## src/rtl/tag_array_pkg.sv

```systemverilog
`default_nettype none
// ============================================================================
//  Module   : tag_array_pkg
//  Brief    : Shared geometry and FSM state type for the tag array controller.
//  Revision : 1.0 - initial release
// ============================================================================
package tag_array_pkg;

    localparam int SETS      = 512;
    localparam int IDX_W     = 9;
    localparam int WAYS      = 4;
    localparam int TAG_W     = 19;
    localparam int VALID_BIT = 18;

    typedef enum logic [0:0] {
        INIT = 1'b0,
        RUN  = 1'b1
    } state_t;

endpackage
`default_nettype wire

```

## src/rtl/tag_array_ctrl_if.sv

```systemverilog
`default_nettype none
// ============================================================================
//  Module   : tag_array_ctrl_if
//  Brief    : Client-side lookup / refill / flush bus of the tag array controller.
//  Revision : 1.0 - initial release
// ============================================================================
interface tag_array_ctrl_if;
    import tag_array_pkg::*;

    logic                      lk_valid;
    logic                      lk_ready;
    logic [IDX_W-1:0]          lk_idx;
    logic [TAG_W-2:0]          lk_tag;
    logic                      lk_resp_valid;
    logic [WAYS*TAG_W-1:0]     lk_resp_data;
    logic [WAYS-1:0]           lk_hit_oh;

    logic                      wr_valid;
    logic                      wr_ready;
    logic [IDX_W-1:0]          wr_idx;
    logic [WAYS-1:0]           wr_way_oh;
    logic [TAG_W-1:0]          wr_data;

    logic                      fl_valid;
    logic                      fl_ready;
    logic                      init_done;

    modport master (
        output lk_valid, lk_idx, lk_tag,
        input  lk_ready, lk_resp_valid, lk_resp_data, lk_hit_oh,
        output wr_valid, wr_idx, wr_way_oh, wr_data,
        input  wr_ready,
        output fl_valid,
        input  fl_ready, init_done
    );

    modport slave (
        input  lk_valid, lk_idx, lk_tag,
        output lk_ready, lk_resp_valid, lk_resp_data, lk_hit_oh,
        input  wr_valid, wr_idx, wr_way_oh, wr_data,
        output wr_ready,
        input  fl_valid,
        output fl_ready, init_done
    );

endinterface
`default_nettype wire

```

## src/rtl/tag_way_compare.sv

```systemverilog
`default_nettype none
// ============================================================================
//  Module   : tag_way_compare
//  Brief    : Combinational valid-and-tag match for one way of a set.
//  Revision : 1.0 - initial release
// ============================================================================
module tag_way_compare
    import tag_array_pkg::*;
(
    input  wire logic [TAG_W-1:0] i_entry,
    input  wire logic [TAG_W-2:0] i_tag,
    output logic                  o_hit
);

    assign o_hit = i_entry[VALID_BIT] && (i_entry[TAG_W-2:0] == i_tag);

endmodule
`default_nettype wire

```

## src/rtl/tag_array_ctrl.sv

```systemverilog
`default_nettype none
// ============================================================================
//  Module   : tag_array_ctrl
//  Brief    : Invalidation sweeps, lookups and refill writes for the 4-way tag
//             SRAM, with same-cycle write-to-read forwarding.
//  Revision : 1.0 - initial release
// ============================================================================
module tag_array_ctrl
    import tag_array_pkg::*;
(
    input  wire logic              clock,
    input  wire logic              reset,
    tag_array_ctrl_if.slave        bus,
    output logic [IDX_W-1:0]       sram_r_addr,
    input  wire logic [TAG_W-1:0]  sram_r_data_0,
    input  wire logic [TAG_W-1:0]  sram_r_data_1,
    input  wire logic [TAG_W-1:0]  sram_r_data_2,
    input  wire logic [TAG_W-1:0]  sram_r_data_3,
    output logic                   sram_w_en,
    output logic [IDX_W-1:0]       sram_w_addr,
    output logic [TAG_W-1:0]       sram_w_data_0,
    output logic [TAG_W-1:0]       sram_w_data_1,
    output logic [TAG_W-1:0]       sram_w_data_2,
    output logic [TAG_W-1:0]       sram_w_data_3,
    output logic [WAYS-1:0]        sram_w_maskOH
);

    localparam logic [IDX_W-1:0] c_LAST_IDX = IDX_W'(SETS - 1);

    state_t                r_state;
    logic [IDX_W-1:0]      r_sweep_idx;

    logic                  r_resp_valid;
    logic [TAG_W-2:0]      r_lk_tag;
    logic [WAYS-1:0]       r_fwd_mask;
    logic [TAG_W-1:0]      r_fwd_data;

    logic                  w_run;
    logic                  w_fl_acc;
    logic                  w_lk_acc;
    logic                  w_wr_acc;
    logic [TAG_W-1:0]      w_wr_word;
    logic [TAG_W-1:0]      w_rd_data [WAYS];
    logic [WAYS*TAG_W-1:0] w_resp_data;
    logic [WAYS-1:0]       w_hit;

    assign w_run    = (r_state == RUN);
    assign w_fl_acc = w_run && bus.fl_valid;
    assign w_lk_acc = w_run && !bus.fl_valid && bus.lk_valid;
    assign w_wr_acc = w_run && !bus.fl_valid && bus.wr_valid;

    assign bus.fl_ready  = w_run;
    assign bus.lk_ready  = w_run && !bus.fl_valid;
    assign bus.wr_ready  = w_run && !bus.fl_valid;
    assign bus.init_done = w_run;

    // Sweep sequencing: one set invalidated per cycle, flush restarts from 0.
    always_ff @(posedge clock or posedge reset) begin
        if (reset) begin
            r_state     <= INIT;
            r_sweep_idx <= '0;
        end else begin
            case (r_state)
                INIT: begin
                    if (r_sweep_idx == c_LAST_IDX) begin
                        r_state     <= RUN;
                        r_sweep_idx <= '0;
                    end else begin
                        r_sweep_idx <= r_sweep_idx + 1'b1;
                    end
                end
                RUN: begin
                    if (w_fl_acc) begin
                        r_state     <= INIT;
                        r_sweep_idx <= '0;
                    end
                end
                default: begin
                    r_state     <= INIT;
                    r_sweep_idx <= '0;
                end
            endcase
        end
    end

    // The SRAM returns pre-write data on a collision, so remember which ways
    // the same-cycle write replaces and overlay them in the response cycle.
    always_ff @(posedge clock or posedge reset) begin
        if (reset) begin
            r_resp_valid <= 1'b0;
            r_lk_tag     <= '0;
            r_fwd_mask   <= '0;
            r_fwd_data   <= '0;
        end else begin
            r_resp_valid <= w_lk_acc;
            if (w_lk_acc) begin
                r_lk_tag   <= bus.lk_tag;
                r_fwd_mask <= (w_wr_acc && (bus.wr_idx == bus.lk_idx)) ? bus.wr_way_oh : '0;
                r_fwd_data <= bus.wr_data;
            end
        end
    end

    assign sram_r_addr = bus.lk_idx;

    assign sram_w_en     = !w_run || w_wr_acc;
    assign sram_w_addr   = w_run ? bus.wr_idx    : r_sweep_idx;
    assign w_wr_word     = w_run ? bus.wr_data   : '0;
    assign sram_w_maskOH = w_run ? bus.wr_way_oh : {WAYS{1'b1}};
    assign sram_w_data_0 = w_wr_word;
    assign sram_w_data_1 = w_wr_word;
    assign sram_w_data_2 = w_wr_word;
    assign sram_w_data_3 = w_wr_word;

    assign w_rd_data[0] = sram_r_data_0;
    assign w_rd_data[1] = sram_r_data_1;
    assign w_rd_data[2] = sram_r_data_2;
    assign w_rd_data[3] = sram_r_data_3;

    for (genvar g = 0; g < WAYS; g++) begin : g_way
        logic [TAG_W-1:0] w_entry;

        // Response data is held at zero outside the response cycle.
        assign w_entry = !r_resp_valid ? '0 :
                         (r_fwd_mask[g] ? r_fwd_data : w_rd_data[g]);
        assign w_resp_data[g*TAG_W +: TAG_W] = w_entry;

        tag_way_compare u_cmp (
            .i_entry (w_entry),
            .i_tag   (r_lk_tag),
            .o_hit   (w_hit[g])
        );
    end

    assign bus.lk_resp_valid = r_resp_valid;
    assign bus.lk_resp_data  = w_resp_data;
    assign bus.lk_hit_oh     = w_hit;

endmodule
`default_nettype wire
```

## src/flat_wrapper.sv

```systemverilog
// flat-port wrapper written by rule: the top's interface ports become plain ports
module tag_array_ctrl_flat import tag_array_pkg::*;
  (clock, reset, sram_r_addr, sram_r_data_0, sram_r_data_1, sram_r_data_2, sram_r_data_3, sram_w_en, sram_w_addr, sram_w_data_0, sram_w_data_1, sram_w_data_2, sram_w_data_3, sram_w_maskOH, bus_lk_valid, bus_lk_idx, bus_lk_tag, bus_lk_ready, bus_lk_resp_valid, bus_lk_resp_data, bus_lk_hit_oh, bus_wr_valid, bus_wr_idx, bus_wr_way_oh, bus_wr_data, bus_wr_ready, bus_fl_valid, bus_fl_ready, bus_init_done);
  tag_array_ctrl_if bus_i ();
  input  wire logic clock;
  input  wire logic reset;
  output logic [IDX_W-1:0] sram_r_addr;
  input  wire logic [TAG_W-1:0] sram_r_data_0;
  input  wire logic [TAG_W-1:0] sram_r_data_1;
  input  wire logic [TAG_W-1:0] sram_r_data_2;
  input  wire logic [TAG_W-1:0] sram_r_data_3;
  output logic sram_w_en;
  output logic [IDX_W-1:0] sram_w_addr;
  output logic [TAG_W-1:0] sram_w_data_0;
  output logic [TAG_W-1:0] sram_w_data_1;
  output logic [TAG_W-1:0] sram_w_data_2;
  output logic [TAG_W-1:0] sram_w_data_3;
  output logic [WAYS-1:0] sram_w_maskOH;
  input wire logic [$bits(bus_i.lk_valid)-1:0] bus_lk_valid;
  input wire logic [$bits(bus_i.lk_idx)-1:0] bus_lk_idx;
  input wire logic [$bits(bus_i.lk_tag)-1:0] bus_lk_tag;
  output wire logic [$bits(bus_i.lk_ready)-1:0] bus_lk_ready;
  output wire logic [$bits(bus_i.lk_resp_valid)-1:0] bus_lk_resp_valid;
  output wire logic [$bits(bus_i.lk_resp_data)-1:0] bus_lk_resp_data;
  output wire logic [$bits(bus_i.lk_hit_oh)-1:0] bus_lk_hit_oh;
  input wire logic [$bits(bus_i.wr_valid)-1:0] bus_wr_valid;
  input wire logic [$bits(bus_i.wr_idx)-1:0] bus_wr_idx;
  input wire logic [$bits(bus_i.wr_way_oh)-1:0] bus_wr_way_oh;
  input wire logic [$bits(bus_i.wr_data)-1:0] bus_wr_data;
  output wire logic [$bits(bus_i.wr_ready)-1:0] bus_wr_ready;
  input wire logic [$bits(bus_i.fl_valid)-1:0] bus_fl_valid;
  output wire logic [$bits(bus_i.fl_ready)-1:0] bus_fl_ready;
  output wire logic [$bits(bus_i.init_done)-1:0] bus_init_done;
  assign bus_i.lk_valid = bus_lk_valid;
  assign bus_i.lk_idx = bus_lk_idx;
  assign bus_i.lk_tag = bus_lk_tag;
  assign bus_lk_ready = bus_i.lk_ready;
  assign bus_lk_resp_valid = bus_i.lk_resp_valid;
  assign bus_lk_resp_data = bus_i.lk_resp_data;
  assign bus_lk_hit_oh = bus_i.lk_hit_oh;
  assign bus_i.wr_valid = bus_wr_valid;
  assign bus_i.wr_idx = bus_wr_idx;
  assign bus_i.wr_way_oh = bus_wr_way_oh;
  assign bus_i.wr_data = bus_wr_data;
  assign bus_wr_ready = bus_i.wr_ready;
  assign bus_i.fl_valid = bus_fl_valid;
  assign bus_fl_ready = bus_i.fl_ready;
  assign bus_init_done = bus_i.init_done;
  tag_array_ctrl u_core (.clock(clock), .reset(reset), .bus(bus_i), .sram_r_addr(sram_r_addr), .sram_r_data_0(sram_r_data_0), .sram_r_data_1(sram_r_data_1), .sram_r_data_2(sram_r_data_2), .sram_r_data_3(sram_r_data_3), .sram_w_en(sram_w_en), .sram_w_addr(sram_w_addr), .sram_w_data_0(sram_w_data_0), .sram_w_data_1(sram_w_data_1), .sram_w_data_2(sram_w_data_2), .sram_w_data_3(sram_w_data_3), .sram_w_maskOH(sram_w_maskOH));
endmodule
```

## config.mk

```make
export PLATFORM = sky130hd
export DESIGN_NAME = tag_array_ctrl_flat
export DESIGN_NICKNAME = d
export VERILOG_FILES = /design/src/rtl/tag_array_pkg.sv /design/src/rtl/tag_array_ctrl_if.sv /design/src/rtl/tag_way_compare.sv /design/src/rtl/tag_array_ctrl.sv /design/src/flat_wrapper.sv
export SDC_FILE = /design/constraint.sdc
export NUM_CORES = 1
export LEC_CHECK = 0
export ABC_AREA = 1
export ABC_CLOCK_PERIOD_IN_PS = 5650
export CAP_MARGIN = 10
export CELL_PAD_IN_SITES_DETAIL_PLACEMENT = 0
export CELL_PAD_IN_SITES_GLOBAL_PLACEMENT = 1
export CORE_MARGIN = 2
export CORE_UTILIZATION = 26
export CTS_CLUSTER_DIAMETER = 80
export DETAILED_ROUTE_END_ITERATION = 8
export PLACE_DENSITY = 0.95
export SYNTH_ARGS = -nofsm -noshare
export SYNTH_HDL_FRONTEND = slang
export SYNTH_HIERARCHICAL = 1
export SYNTH_SLANG_ARGS = --single-unit
```

## constraint.sdc

```tcl
create_clock -name clock -period 5.65 [get_ports clock]
set_input_delay 1.13 -clock clock [delete_from_list [all_inputs] [get_ports clock]]
set_output_delay 1.13 -clock clock [all_outputs]
set_load 0.1 [all_outputs]
```

==> impl_metrics.json, run 1 <==
{
  "drtAntennaViolNets": 0,
  "use_met1": 0.2529,
  "place_hpwl_um": 18700,
  "yosys.area_share.simple": 0.3893,
  "hold_path.class": "flip-flop to flip-flop",
  "max_freq_mhz": 231.5,
  "cp.arrival_ns": 3.19,
  "grt_util_met3": 0.04055,
  "area_growth_pct": 57.72,
  "power_mw": 2.297,
  "cp_slowest_cell": "clkdlybuf4s50_1",
  "synth_top_area_share": 0.2355,
  "drtPass1Iterations": 5,
  "yosys.area.top_type": "dfrtp_1",
  "syn_nets": 1150,
  "synth-compound-area-share": 0.1082,
  "gr-usage-met2": 0.3573,
  "synth_area_leaders": "dfrtp_1 24%, nand2_1 22%, nor2_1 13%, inv_1 10%, buf_4 9.4%",
  "antenna_found_initial": 1,
  "synth_top_family_by_area": "simple AND/OR/NAND/NOR gates",
  "finalSetupViolCount": 0,
  "clock-sinks": 52,
  "fin_crit_ns": 4.319,
  "grt_overflow": 0,
  "cts.path.max_buffers": 2,
  "synthXorXnorAreaFrac": 0.03012,
  "required_ns": 4.52,
  "wire_per_inst_um": 15.53,
  "synthAdderAreaFrac": 0.004529,
  "power.density_mw_per_mm2": 263.5,
  "clock_skew_ns": 0.007959,
  "rr_worst_depth": 7,
  "grt_pass1_vias": 6259,
  "place_congestion": 0.8993,
  "slew_viol_final": 0,
  "path_cells": "clkdlybuf4s50_1 > o21ai_0 > nor2_1 > clkdlybuf4s50_1",
  "numCtsBuffers": 5,
  "crit_path_max_incr_delay_ns": 1.20,
  "synth_flop_cell": "dfrtp_1",
  "num_vias": 6694,
  "grt_usage": 0.2012,
  "tns_ns": 0,
  "ir_worst_vdd_mv": 0.2511,
  "relSlewSlack": 0.2940,
  "postSynthAreaPerCell_sq_um": 5.481,
  "htreeDepth": 2,
  "yosysWarnings": 6,
  "synthMuxAreaShare": 0,
  "worst_setup_path_start_kind": "input port",
  "rsz0062_at_grt": "false",
  "worst-setup-path-type": "input port to output pin",
  "netlist_area_sq_mm": 0.005525,
  "busiest_layer": "met2",
  "holdPathStages": 1,
  "grt_pass1_wl_um": 34470,
  "cts_hold_buffers": 0,
  "initial_utilization": 0.2637,
  "synthTopCellsByCount": "330 x nand2_1, 198 x nor2_1, 154 x inv_1",
  "yosys.cell_types.count": 25,
  "die_area_sq_mm": 0.02243,
  "grt_max_degree": 61,
  "rows": 53,
  "drt_iter0_markers": 314,
  "final_nets": 1386,
  "die_w_um": 149.8,
  "tightest_slew_ns": 1.056,
  "worstSetupEndpointType": "output pin",
  "insertion_delay_ns": 0.29,
  "maxCapViolCount": 0,
  "synthArstFlopShare": 1.000,
  "seq_area_frac_synth": 0.2355,
  "port_buffers": 323,
  "ys_ff_latch": 52,
  "crit_fanout": 3,
  "clockRootBuffer": "clkbuf_16",
  "cts_resized": 0,
  "vias_per_cell": 4.404,
  "drc": 0,
  "cts_setup_buffers": 0,
  "totalWireLength_um": 23610,
  "p_leak_nw": 4.172,
  "hold_violations": 0,
  "die-height_um": 149.8,
  "crit_top_cell": "clkdlybuf4s50_1",
  "status": "finished, final reports clean",
  "timing.final.crit_share": 0.7644,
  "drive_gt1_frac": 0.05788,
  "cts.clk_slew.worst_paths_ns": 0.07,
  "ioPinCount": 324,
  "synth_edf_count": 0,
  "synth_cells": 1008,
  "cts_tree": "built",
  "core_sq_mm": 0.02096,
  "yosysMostFrequentCell": "nand2_1"
}
==> report_power, final <==
| part | internal (mW) | leakage [nW] | switching, mW |
|---|---|---|---|
| clock network | 0.162 | 0.0667 | 0.135 |
| logic | 0.397 | 3.45 | 0.863 |
| registers | 0.480 | 0.661 | 0.260 |
| total | 1.04 | 4.17 | 1.26 |
==> metrics by stage <==
| stage | utilization | hold WS (ns) | cell area (sq um) | setup WS [ns] | std cells |
|---|---|---|---|---|---|
| 2_1_floorplan | - | 0.5066 | 5625 | 0.08539 | 1008 |
| 3_3_place_gp | 0.4094 | 0.5544 | 8578 | 1.337 | 1512 |
| 3_5_place_dp | 0.4094 | 0.5733 | 8578 | 1.342 | 1512 |
| 4_1_cts | 0.4158 | 0.5812 | 8712 | 1.310 | 1519 |
| 5_1_grt | 0.4159 | 0.6393 | 8715 | 1.198 | 1520 |
| 6_report | 0.4159 | 0.5837 | 8715 | 1.331 | 1520 |
==> logic make-up (layout without fill, tap and decap cells) <==
group           count (synthesis)  count (layout)
other cells                     0               1
buf+inv                       265             501
fa+ha+maj                       2               2
flops                          52              52
xor+xnor                       19              19
compound gates                117             117
simple gates                  553             553
==> worst max-delay path: cells and delay by family <==
family | cells | cell delay (ns)
buf+inv | 2 | 1.65
compound gates | 1 | 0.07
simple gates | 1 | 0.33
==> placed cells by master (no fill, tap or decap), drive strengths merged, types with 4 or more instances in the layout <==
cell / Yosys / final
buf: 76 / 12
xor2: 12 / 12
o21ai: 109 / 109
nor3: 5 / 5
xnor2: 7 / 7
clkbuf: 25 / 6
clkinv: 4 / 5
clkdlybuf4s50: 0 / 318
o211ai: 4 / 4
nor2: 199 / 199
nand3: 16 / 16
inv: 160 / 160
dfrtp: 52 / 52
nand2: 331 / 331
==> sequential cells by signal, summed over array words and instances, names as in the netlist <==
register,count
u_core/r_sweep_idx,9
u_core/r_fwd_mask,4
u_core/r_lk_tag,18
u_core/r_fwd_data,19
u_core/bus.lk_resp_valid,1
u_core/bus.fl_ready,1
==> final timing paths <==
kind	startpoint	endpoint	slack [ns]
hold reg to reg	u_core/r_sweep_idx[0]$_DFFE_PP0P_	u_core/r_sweep_idx[0]$_DFFE_PP0P_	0.58
min in group asynchronous	reset	u_core/r_fwd_data[7]$_DFFE_PP0P_	1.35
hold / removal	u_core/r_sweep_idx[0]$_DFFE_PP0P_	u_core/r_sweep_idx[0]$_DFFE_PP0P_	0.58
setup / recovery	sram_r_data_1[13]	bus_lk_resp_data[32]	1.33
setup reg to reg	u_core/bus.fl_ready$_DFF_PP0_	u_core/r_fwd_data[18]$_DFFE_PP0P_	3.03
max in group asynchronous	reset	u_core/bus.lk_resp_valid$_DFF_PP0_	3.82
==> metal layers <==
layer	part of all wire	vias to the layer above
li1	-	3417
met5	0	-
met1	0.42	2982
met3	0.084	17
met4	0.014	0
met2	0.48	278
==> layout make-up <==
class	count	area [sq um]
sequential	52	1303
multi-input combinational	691	3040
inverter	164	618.1
clock inverter	1	5.005
fill	2315	12240
tap	275	344.1
timing repair buffer	330	3273
antenna	1	2.502
clock buffer	6	128.9
(Power assumes the default switching activity.)
==> inputs of run 2 (changes only) <==
ABC_CLOCK_PERIOD_IN_PS = 4500   (was 5650)
CORE_UTILIZATION = 24   (was 26)
PLACE_DENSITY = 0.92   (was 0.95)
clock period = 4.5 ns   (was 5.65 ns; I/O delays follow)
==> impl_metrics.json, run 2 (synthesized netlist as in run 1, its figures left out) <==
{
  "clock-sinks": 52,
  "place_hpwl_um": 19680,
  "hold_path.class": "flip-flop to flip-flop",
  "p_sw_mw": 1.588,
  "grt_pass1_wl_um": 36220,
  "clockRootBuffer": "clkbuf_16",
  "setup_slack_ns": 0.7706,
  "final_nets": 1389,
  "timing.final.crit_share": 0.8288,
  "n_fill_cell": 2435,
  "power.density_mw_per_mm2": 342.7,
  "layout_common_cells": "330 x nand2_1, 193 x buf_4, 153 x inv_1, 140 x clkdlybuf4s50_1, 118 x nor2_1",
  "grt_pass1_vias": 6436,
  "totalWireLength_um": 23990,
  "cts.clk_slew.worst_paths_ns": 0.07,
  "grt_max_degree": 47,
  "clock_skew_ns": 0.01027,
  "grt_usage": 0.1930,
  "antenna_found_initial": 0,
  "tightest_slew_ns": 0.9591,
  "p_leak_nw": 4.525,
  "relSlewSlack": 0.3586,
  "initial_utilization": 0.2440,
  "placed_area_sq_mm": 0.008438,
  "largest-register": "u_core/r_fwd_data",
  "final_common_cell": "nand2_1",
  "required_ns": 3.60,
  "status": "finished, final reports clean",
  "crit_top_cell": "nand2_1",
  "finalSetupViolCount": 0,
  "cts_resized": 0,
  "cts.path.max_buffers": 2,
  "max_freq_mhz": 268.1,
  "final_area_sq_mm": 0.008621,
  "cp.arrival_ns": 2.83,
  "slew_viol_final": 0,
  "rsz0062_at_grt": "false",
  "cts_setup_buffers": 0,
  "port_buffers": 323,
  "pre_cts_ws_ns": 0.9366,
  "fin_crit_ns": 3.729,
  "ioPinCount": 324,
  "drtAntennaViolNets": 0,
  "p_int_mw": 1.366,
  "drc": 0,
  "seqPwrFrac": 0.316,
  "die_area_sq_mm": 0.02425,
  "die-height_um": 155.7,
  "htreeDepth": 2,
  "grt_overflow": 0,
  "cts_hold_buffers": 0,
  "crit_path_max_incr_delay_ns": 0.55,
  "worstSetupEndpointType": "output pin",
  "final_core_util": 0.3808,
  "pwr-share-clk": 0.159,
  "maxCapViolCount": 0,
  "netSwitchingFraction": 0.5376,
  "power_frac_comb": 0.525,
  "insertion_delay_ns": 0.29,
  "die_w_um": 155.7,
  "vias_per_cell": 4.358,
  "area_growth_pct": 56.02,
  "numCtsBuffers": 5,
  "rrSetupSlack_ns": 1.96,
  "antenna_cells": 0,
  "core_sq_mm": 0.02264,
  "worst-setup-path-type": "flip-flop to output pin",
  "wire_per_inst_um": 15.65,
  "drtPass1Iterations": 5,
  "num_vias": 6681,
  "drt_iter0_markers": 400,
  "crit_fanout": 21,
  "hold_violations": 0,
  "place_congestion": 0.9112,
  "reg.largest.list": "u_core/r_fwd_data (19), u_core/r_lk_tag (18), u_core/r_sweep_idx (9)",
  "ir_worst_vdd_mv": 0.4630,
  "cts_tree": "built",
  "rows": 55,
  "worst_setup_path_start_kind": "flip-flop",
  "largest_reg_flops": 19,
  "path_cells": "buf_4 > clkinv_1 > nor2_1 > nor2_4 > nand2_1 > nand2_1 > nor2_1 > nand2_1 > nor2_1 > nand2_1 > nor2_2 > buf_4",
  "cp_slowest_cell": "clkinv_1",
  "drive_gt1_frac": 0.2364
}
## run 2: cell types whose count changed in the layout (fill, tap and decap cells not counted), sizes merged
| cell | previous run | this run |
|---|---|---|
| diode | 1 | 0 |
| buf | 12 | 193 |
| clkbuf | 6 | 7 |
| clkdlybuf4s50 | 318 | 140 |
| clkinv | 5 | 4 |
| bufinv | 0 | 1 |
## run 2: worst paths after layout
kind	startpoint	to	depth (start not counted)
max	u_core/r_fwd_mask[2]$_DFFE_PP0P_	bus_lk_hit_oh[2]	12
min	u_core/r_sweep_idx[0]$_DFFE_PP0P_	u_core/r_sweep_idx[0]$_DFFE_PP0P_	1
max reg2reg	u_core/bus.fl_ready$_DFF_PP0_	u_core/r_lk_tag[8]$_DFFE_PP0P_	7
min reg2reg	u_core/r_sweep_idx[0]$_DFFE_PP0P_	u_core/r_sweep_idx[0]$_DFFE_PP0P_	1
max in group asynchronous	reset	u_core/r_lk_tag[14]$_DFFE_PP0P_	3
min in group asynchronous	reset	u_core/r_fwd_data[7]$_DFFE_PP0P_	2
## run 2: critical path: cells and delay by family (launching register included)
| kind | cells | cell delay (ns) |
|---|---|---|
| buffers and inverters | 3 | 1.08 |
| AND/OR/NAND/NOR | 9 | 1.13 |
| flip-flops | 1 | 0.32 |
## run 2: metrics by stage
stage	hold slack (ns)	setup TNS [ns]	power [mW]	std cells
5_1_grt	0.5937	0	3.151	1533
6_report	0.5661	0	2.955	1533
3_5_place_dp	0.5553	0	2.501	1525
3_3_place_gp	0.5484	0	2.487	1525
4_1_cts	0.5704	0	2.984	1533
2_1_floorplan	0.5066	-0.1298	2.001	1008
## run 2: final cells by class
type                            instances  area (sq um)  share of cell area
Multi-Input combinational cell        691          3311              0.3840
Sequential cell                        52          1303              0.1511
Clock buffer                            7         152.6             0.01771
Inverter                              164         618.1             0.07170
Timing Repair Buffer                  333          2850              0.3306
Clock inverter                          1         30.03            0.003483
Tap cell                              285         356.6             0.04136
## run 2: per-layer routing
metal | vias to the layer above | track usage | share of wire
li1 | 3422 | - | -
met3 | 21 | 0.03056 | 0.071
met4 | 0 | 0.04369 | 0.016
met2 | 269 | 0.3253 | 0.46
met1 | 2969 | 0.2597 | 0.45
met5 | - | 0 | 0
## run 2: power by group through the flow
stage                     Clock, mW  Sequential, mW  Combinational, mW
after floorplan                   0           0.780               1.22
after global placement            0           0.941               1.55
after detailed placement          0           0.943               1.56
after CTS                     0.485           0.936               1.56
after global routing          0.498           0.971               1.68
final                         0.470           0.934               1.55
